<file path="config.mk">
export PLATFORM = sky130hd
export DESIGN_NAME = avalon_slave_regfile
export DESIGN_NICKNAME = d
export VERILOG_FILES = /design/src/rtl/avalon_slave_regfile.sv
export SDC_FILE = /design/constraint.sdc
export NUM_CORES = 1
export LEC_CHECK = 0
export BUFFER_PORTS_ARGS = -buffer_cell sky130_fd_sc_hd__clkbuf_2
export CAP_MARGIN = 10
export CORE_MARGIN = 4
export CORE_UTILIZATION = 30
export CTS_BUF_LIST = sky130_fd_sc_hd__clkbuf_2 sky130_fd_sc_hd__clkbuf_4 sky130_fd_sc_hd__clkbuf_8
export DETAILED_ROUTE_END_ITERATION = 8
export SKIP_CTS_REPAIR_TIMING = 1
export SYNTH_ARGS = -nofsm -noshare
export SYNTH_HDL_FRONTEND = slang
export SYNTH_SLANG_ARGS = --single-unit
</file>
<file path="constraint.sdc">
create_clock -name clk -period 23.7 [get_ports clk]
set_input_delay 1.185 -clock clk [delete_from_list [all_inputs] [get_ports clk]]
set_output_delay 1.185 -clock clk [all_outputs]
set_load 0.005 [all_outputs]
</file>
<file path="src/rtl/avalon_slave_regfile.sv">
// Avalon-MM slave register file with fixed wait/latency timing, io_out mirror of reg 0,
// and io_in visible at the top index. Optional access counters: AVSLAVE_ACCESS_COUNT_EN.
module avalon_slave_regfile #(
  parameter int ADDR_SIZE    = 32,
  parameter int DATA_SIZE    = 32,
  parameter int REG_IDX_SIZE = 3,
  parameter int READ_WAIT    = 1,
  parameter int WRITE_WAIT   = 1,
  parameter int READ_LATENCY = 2
) (
  input  logic                 clk,
  input  logic                 reset,
  input  logic                 avslave_chipselect,
  input  logic                 avslave_read,
  input  logic                 avslave_write,
  input  logic [ADDR_SIZE-1:0] avslave_address,
  input  logic [DATA_SIZE-1:0] avslave_writedata,
  output logic [DATA_SIZE-1:0] avslave_readdata,
  output logic                 avslave_readdatavalid,
  output logic [DATA_SIZE-1:0] io_out,
  input  logic [DATA_SIZE-1:0] io_in,
  output logic [15:0]          wr_count,
  output logic [15:0]          rd_count
);

  localparam int NREG = 1 << REG_IDX_SIZE;
  localparam int AW   = (ADDR_SIZE > REG_IDX_SIZE) ? ADDR_SIZE : REG_IDX_SIZE + 1;
  localparam logic [REG_IDX_SIZE-1:0] TOP_IDX = REG_IDX_SIZE'(NREG - 1);

  // state      | meaning
  // ST_IDLE    | waiting for a clean read or write strobe
  // ST_WR_WAIT | write held, counting down wait cycles before commit
  // ST_WR_DONE | write committed, waiting for write strobe to drop
  // ST_RD_WAIT | read held, counting down wait cycles before acceptance
  // ST_RD_LAT  | read accepted, counting latency; bus ignored
  // ST_RD_DONE | readdata delivered, waiting for read strobe to drop
  typedef enum logic [2:0] {
    ST_IDLE, ST_WR_WAIT, ST_WR_DONE, ST_RD_WAIT, ST_RD_LAT, ST_RD_DONE
  } state_t;

  state_t                state_q, state_d;
  logic [7:0]            cnt_q, cnt_d;
  logic [7:0]            lat_q, lat_d;
  logic [DATA_SIZE-1:0]  pend_q, pend_d;
  logic [DATA_SIZE-1:0]  rdata_q, rdata_d;
  logic                  rdv_q, rdv_d;
  logic [DATA_SIZE-1:0]  regs_q [NREG];
  logic [DATA_SIZE-1:0]  regs_d [NREG];
  logic                  commit;

  logic                    rd_act, wr_act;
  logic [AW-1:0]           addr_ext;
  logic                    addr_oor;
  logic [REG_IDX_SIZE-1:0] idx;
  logic [DATA_SIZE-1:0]    rd_word;

  assign rd_act   = avslave_chipselect & avslave_read & ~avslave_write;
  assign wr_act   = avslave_chipselect & avslave_write & ~avslave_read;
  assign addr_ext = AW'(avslave_address);
  assign addr_oor = |addr_ext[AW-1:REG_IDX_SIZE];
  assign idx      = addr_ext[REG_IDX_SIZE-1:0];

  always_comb begin
    rd_word = '0;
    if (!addr_oor) rd_word = (idx == TOP_IDX) ? io_in : regs_q[idx];
  end

  always_comb begin
    state_d = state_q;
    cnt_d   = cnt_q;
    lat_d   = lat_q;
    pend_d  = pend_q;
    rdata_d = rdata_q;
    rdv_d   = 1'b0;
    regs_d  = regs_q;
    commit  = 1'b0;
    case (state_q)
      ST_IDLE: begin
        if (wr_act) begin
          if (WRITE_WAIT == 0) begin
            commit  = 1'b1;
            state_d = ST_WR_DONE;
          end else begin
            cnt_d   = 8'(WRITE_WAIT - 1);
            state_d = ST_WR_WAIT;
          end
        end else if (rd_act) begin
          if (READ_WAIT == 0) begin
            pend_d  = rd_word;
            lat_d   = 8'(READ_LATENCY - 1);
            state_d = ST_RD_LAT;
          end else begin
            cnt_d   = 8'(READ_WAIT - 1);
            state_d = ST_RD_WAIT;
          end
        end
      end
      ST_WR_WAIT: begin
        if (!wr_act) begin
          state_d = ST_IDLE;
        end else if (cnt_q == 8'd0) begin
          commit  = 1'b1;
          state_d = ST_WR_DONE;
        end else begin
          cnt_d = cnt_q - 8'd1;
        end
      end
      ST_WR_DONE: begin
        if (!avslave_write) state_d = ST_IDLE;
      end
      ST_RD_WAIT: begin
        if (!rd_act) begin
          state_d = ST_IDLE;
        end else if (cnt_q == 8'd0) begin
          pend_d  = rd_word;
          lat_d   = 8'(READ_LATENCY - 1);
          state_d = ST_RD_LAT;
        end else begin
          cnt_d = cnt_q - 8'd1;
        end
      end
      ST_RD_LAT: begin
        if (lat_q == 8'd0) begin
          rdata_d = pend_q;
          rdv_d   = 1'b1;
          state_d = ST_RD_DONE;
        end else begin
          lat_d = lat_q - 8'd1;
        end
      end
      ST_RD_DONE: begin
        if (!avslave_read) state_d = ST_IDLE;
      end
      default: state_d = ST_IDLE;
    endcase
    // The top index is read-only status; out-of-range writes still complete the handshake.
    if (commit && !addr_oor && idx != TOP_IDX) regs_d[idx] = avslave_writedata;
  end

  always_ff @(posedge clk or posedge reset) begin
    if (reset) begin
      state_q <= ST_IDLE;
      cnt_q   <= '0;
      lat_q   <= '0;
      pend_q  <= '0;
      rdata_q <= '0;
      rdv_q   <= 1'b0;
      regs_q  <= '{default: '0};
    end else begin
      state_q <= state_d;
      cnt_q   <= cnt_d;
      lat_q   <= lat_d;
      pend_q  <= pend_d;
      rdata_q <= rdata_d;
      rdv_q   <= rdv_d;
      regs_q  <= regs_d;
    end
  end

  assign avslave_readdata      = rdata_q;
  assign avslave_readdatavalid = rdv_q;
  assign io_out                = regs_q[0];

`ifdef AVSLAVE_ACCESS_COUNT_EN
  logic [15:0] wr_cnt_q, rd_cnt_q;

  always_ff @(posedge clk or posedge reset) begin
    if (reset) begin
      wr_cnt_q <= '0;
      rd_cnt_q <= '0;
    end else begin
      if (commit) wr_cnt_q <= wr_cnt_q + 16'd1;
      if (rdv_d)  rd_cnt_q <= rd_cnt_q + 16'd1;
    end
  end

  assign wr_count = wr_cnt_q;
  assign rd_count = rd_cnt_q;
`else
  assign wr_count = 16'h0;
  assign rd_count = 16'h0;
`endif

endmodule

</file>
==> impl_metrics.env <==
export IMPL_outcome="completed"
export IMPL_cts_max_path_buffers=3
export IMPL_p_sw_w=0.000311
export IMPL_endpoint_kind="flip-flop"
export IMPL_start_util_pct=30.3
export IMPL_max_slew_margin_rel_pct=30.1
export IMPL_area_growth_pct=14.2
export IMPL_p_int_w=0.000869
export IMPL_cts_buffers=55
export IMPL_setup_ws_ns=20.23
export IMPL_clock_root_buffer="clkbuf_8"
export IMPL_grt_remaining_overflow=0
export IMPL_tns_ns=0
export IMPL_route_antenna_remaining_nets=0
export IMPL_seqPwrFrac_pct=47.2
export IMPL_crit_chain="clkbuf_2 > or2_2 > or4_1 > nor3_4 > buf_4 > mux2_2"
export IMPL_synth_warnings=0
export IMPL_p_leak_nw=8.47
export IMPL_dp_cells=1856
export IMPL_htreeDepth=2
export IMPL_grt_pass1_wl_mm=60.1
export IMPL_ys_ff_latch=308
export IMPL_grt_pass1_vias=10000
export IMPL_drtIter0Drc=568
export IMPL_wl_per_cell_um=19.7
export IMPL_routed_via_density=4.85
export IMPL_slowest_stage="or2_2"
export IMPL_drive_above_1_share_pct=44.2
export IMPL_numClockSinks=308
export IMPL_finalWorstPathRequiredPeriod_ns=3.47
export IMPL_setup_viol=0
export IMPL_die_height_um=230
export IMPL_cpPeakStageDelay_ns=0.74
export IMPL_crit_required_ns=24.20
export IMPL_finalHoldViolCount=0
export IMPL_rows=81
export IMPL_die_w_um=230
export IMPL_io_buffers=165
export IMPL_criticalPathCategory="in -> reg"
export IMPL_worst_slew_pin_slew_ns=1.05
export IMPL_finalClockSkew_ns=0.0234
export IMPL_yosysSeqAreaShare_pct=52.1
export IMPL_path_buf_inv=2
export IMPL_via_count=9453
export IMPL_timing_critical_path_max_delay_family="simple AND/OR/NAND/NOR gates"
export IMPL_gp_congestion=0.755
export IMPL_irDropWorstVdd_uv=34.4
export IMPL_synth_cells=1120
export IMPL_grt_setup_unrepaired="false"
export IMPL_dr_pass1_iters=5
export IMPL_fin_nets=1353
export IMPL_slew_violations=0
export IMPL_drv_cap=0
export IMPL_grt_max_degree=186
export IMPL_power_density_nw_per_um2=69.9
export IMPL_track_usage_pct=14.5
export IMPL_final_cells=1949
export IMPL_io_pin_count=198
export IMPL_preCtsSetupSlack_ns=19.57
export IMPL_timing_fmax_mhz=288
export IMPL_path_max_fanout=32
export IMPL_core_area_um2=48800
export IMPL_worstPathArrival_ns=3.97
export IMPL_path_clk_slew_ns=0.05
export IMPL_startpoint_type="primary input"
export IMPL_die_area_um2=52900
export IMPL_syn_area_per_cell_um2=13.2
export IMPL_period_share_pct=14.7
export IMPL_combPwrFrac_pct=10.0
export IMPL_dp_hpwl_mm=23.6
export IMPL_clock_latency_ns=0.62
export IMPL_synth_distinct_cells=54
export IMPL_switching_share_pct=26.3
export IMPL_drcViolationCount=0
export IMPL_cts_tree="yes"
export IMPL_clockPowerShare_pct=42.8
export IMPL_wl_mm=38.5
export IMPL_syn_area_um2=14800
export IMPL_antenna_found_initial=4
export IMPL_hold_class="reg -> reg"
-- logic make-up (layout without fill, tap and decap cells) --
logic type / after synthesis / in the layout / share of synthesized area [%]
muxes: 354 / 354 / 27.9
DFF: 308 / 308 / 52.1
AOI/OAI and AO/OA: 177 / 177 / 7.45
buffers and inverters: 148 / 281 / 6.47
and+or+nand+nor: 120 / 120 / 5.25
xor gates and xnor gates: 9 / 9 / 0.533
adders and majority gates: 3 / 3 / 0.254
other: 1 / 33 / 0.0254
-- power groups by stage --
stage                     registers, W  logic [W]  clock network, W
final                         0.000557   0.000118          0.000506
after global routing          0.000559   0.000133          0.000549
after CTS                     0.000556   0.000120          0.000525
after detailed placement      0.000565   0.000119                 0
after global placement        0.000564   0.000116                 0
after floorplan               0.000558  0.0000927                 0
-- routing by layer --
metal	vias up	share of wire, %	track usage (%)
li1	4261	-	-
met1	4900	47	20.0
met2	225	46	22.7
met3	61	5.1	3.58
met4	6	2.0	3.93
met5	-	0.086	0
-- cell type report --
class | instances | area (µm²)
Timing Repair Buffer | 179 | 948
Multi-Input combinational cell | 695 | 6240
Clock inverter | 5 | 35.0
Tap cell | 664 | 831
Fill cell | 4885 | 32000
Inverter | 10 | 45.0
Sequential cell | 308 | 7710
Clock buffer | 87 | 1080
Antenna cell | 1 | 2.50
-- worst paths after layout --
path	start	end	slack [ns]	depth (start not counted)
max	avslave_address[0]	io_out[31]	20.23	6
min	pend_q[0]	pend_q[0]	0.47	2
max reg2reg	cnt_q[0]	regs_q[76]	20.55	8
min reg2reg	pend_q[0]	pend_q[0]	0.47	2
max in group asynchronous	reset	avslave_readdata[19]	21.43	3
min in group asynchronous	reset	avslave_readdatavalid	0.74	2
-- worst reg2reg max path, cell delays in order (launching register included) --
cell and delay (ns):
dfrtp_1 0.40, inv_1 0.07, ha_1 0.19, or4b_1 0.59
nor2_4 0.22, nand3_4 0.23, nor4_4 0.32, buf_4 0.59
mux2_2 0.42
-- state kept, by name (all words and copies together) (netlist names) --
name                   count
avslave_readdata          32
avslave_readdatavalid      1
cnt_q                      8
io_out                    32
lat_q                      8
pend_q                    32
regs_q                   192
state_q                    3
-- synthesized netlist by cell type, drive strengths merged --
library cell,n,area (µm²)
a211oi,1,7.51
a21oi,52,260
a221o,1,10.0
a22o,24,210
a2bb2oi,1,8.76
and2,1,6.26
buf,94,754
clkbuf,44,165
conb,1,3.75
dfrtp,308,7710
ha,3,37.5
inv,10,37.5
mux2,307,3460
mux2i,31,310
mux4,16,360
nand2,39,146
nand2b,3,18.8
nand3,3,27.5
nand3b,4,30.0
nand4,6,58.8
nand4b,1,8.76
nor2,24,97.6
nor2b,1,6.26
nor3,6,41.3
nor3b,2,15.0
nor4,15,209
nor4b,1,8.76
o211ai,25,188
o21ai,41,205
o21bai,1,7.51
o22ai,24,150
o2bb2ai,1,8.76
o311ai,1,8.76
o31ai,5,37.5
or2,4,25.0
or3,3,18.8
or3b,2,17.5
or4,4,30.0
or4b,1,10.0
xnor2,2,17.5
xor2,7,61.3
-- metrics by stage --
| step | power [W] | utilization, % | hold WS (ns) | instance area, µm² |
|---|---|---|---|---|
| after floorplan | 0.000651 | - | 0.445 | 14900 |
| after global placement | 0.000681 | 32.3 | 0.460 | 15800 |
| after detailed placement | 0.000684 | 32.3 | 0.462 | 15800 |
| after CTS | 0.00120 | 34.6 | 0.474 | 16900 |
| after global routing | 0.00124 | 34.6 | 0.489 | 16900 |
| final | 0.00118 | 34.6 | 0.472 | 16900 |
-- layout by cell type, fill, tap and decap left out, types with 7 or more instances in the layout --
cell type	synthesis	final
clkbuf_2	0	163
mux2_2	258	258
buf_4	64	15
inv_1	10	8
o211ai_1	25	25
nor2_1	23	23
nand2_1	39	38
mux2_1	49	49
o21ai_0	41	41
clkbuf_8	0	68
a21oi_1	52	52
conb_1	1	32
dfrtp_1	308	308
mux2i_1	31	31
xor2_1	7	7
a22o_1	24	24
o22ai_1	24	24
clkbuf_4	0	19
mux4_2	16	16
(Power assumes the default switching activity.)
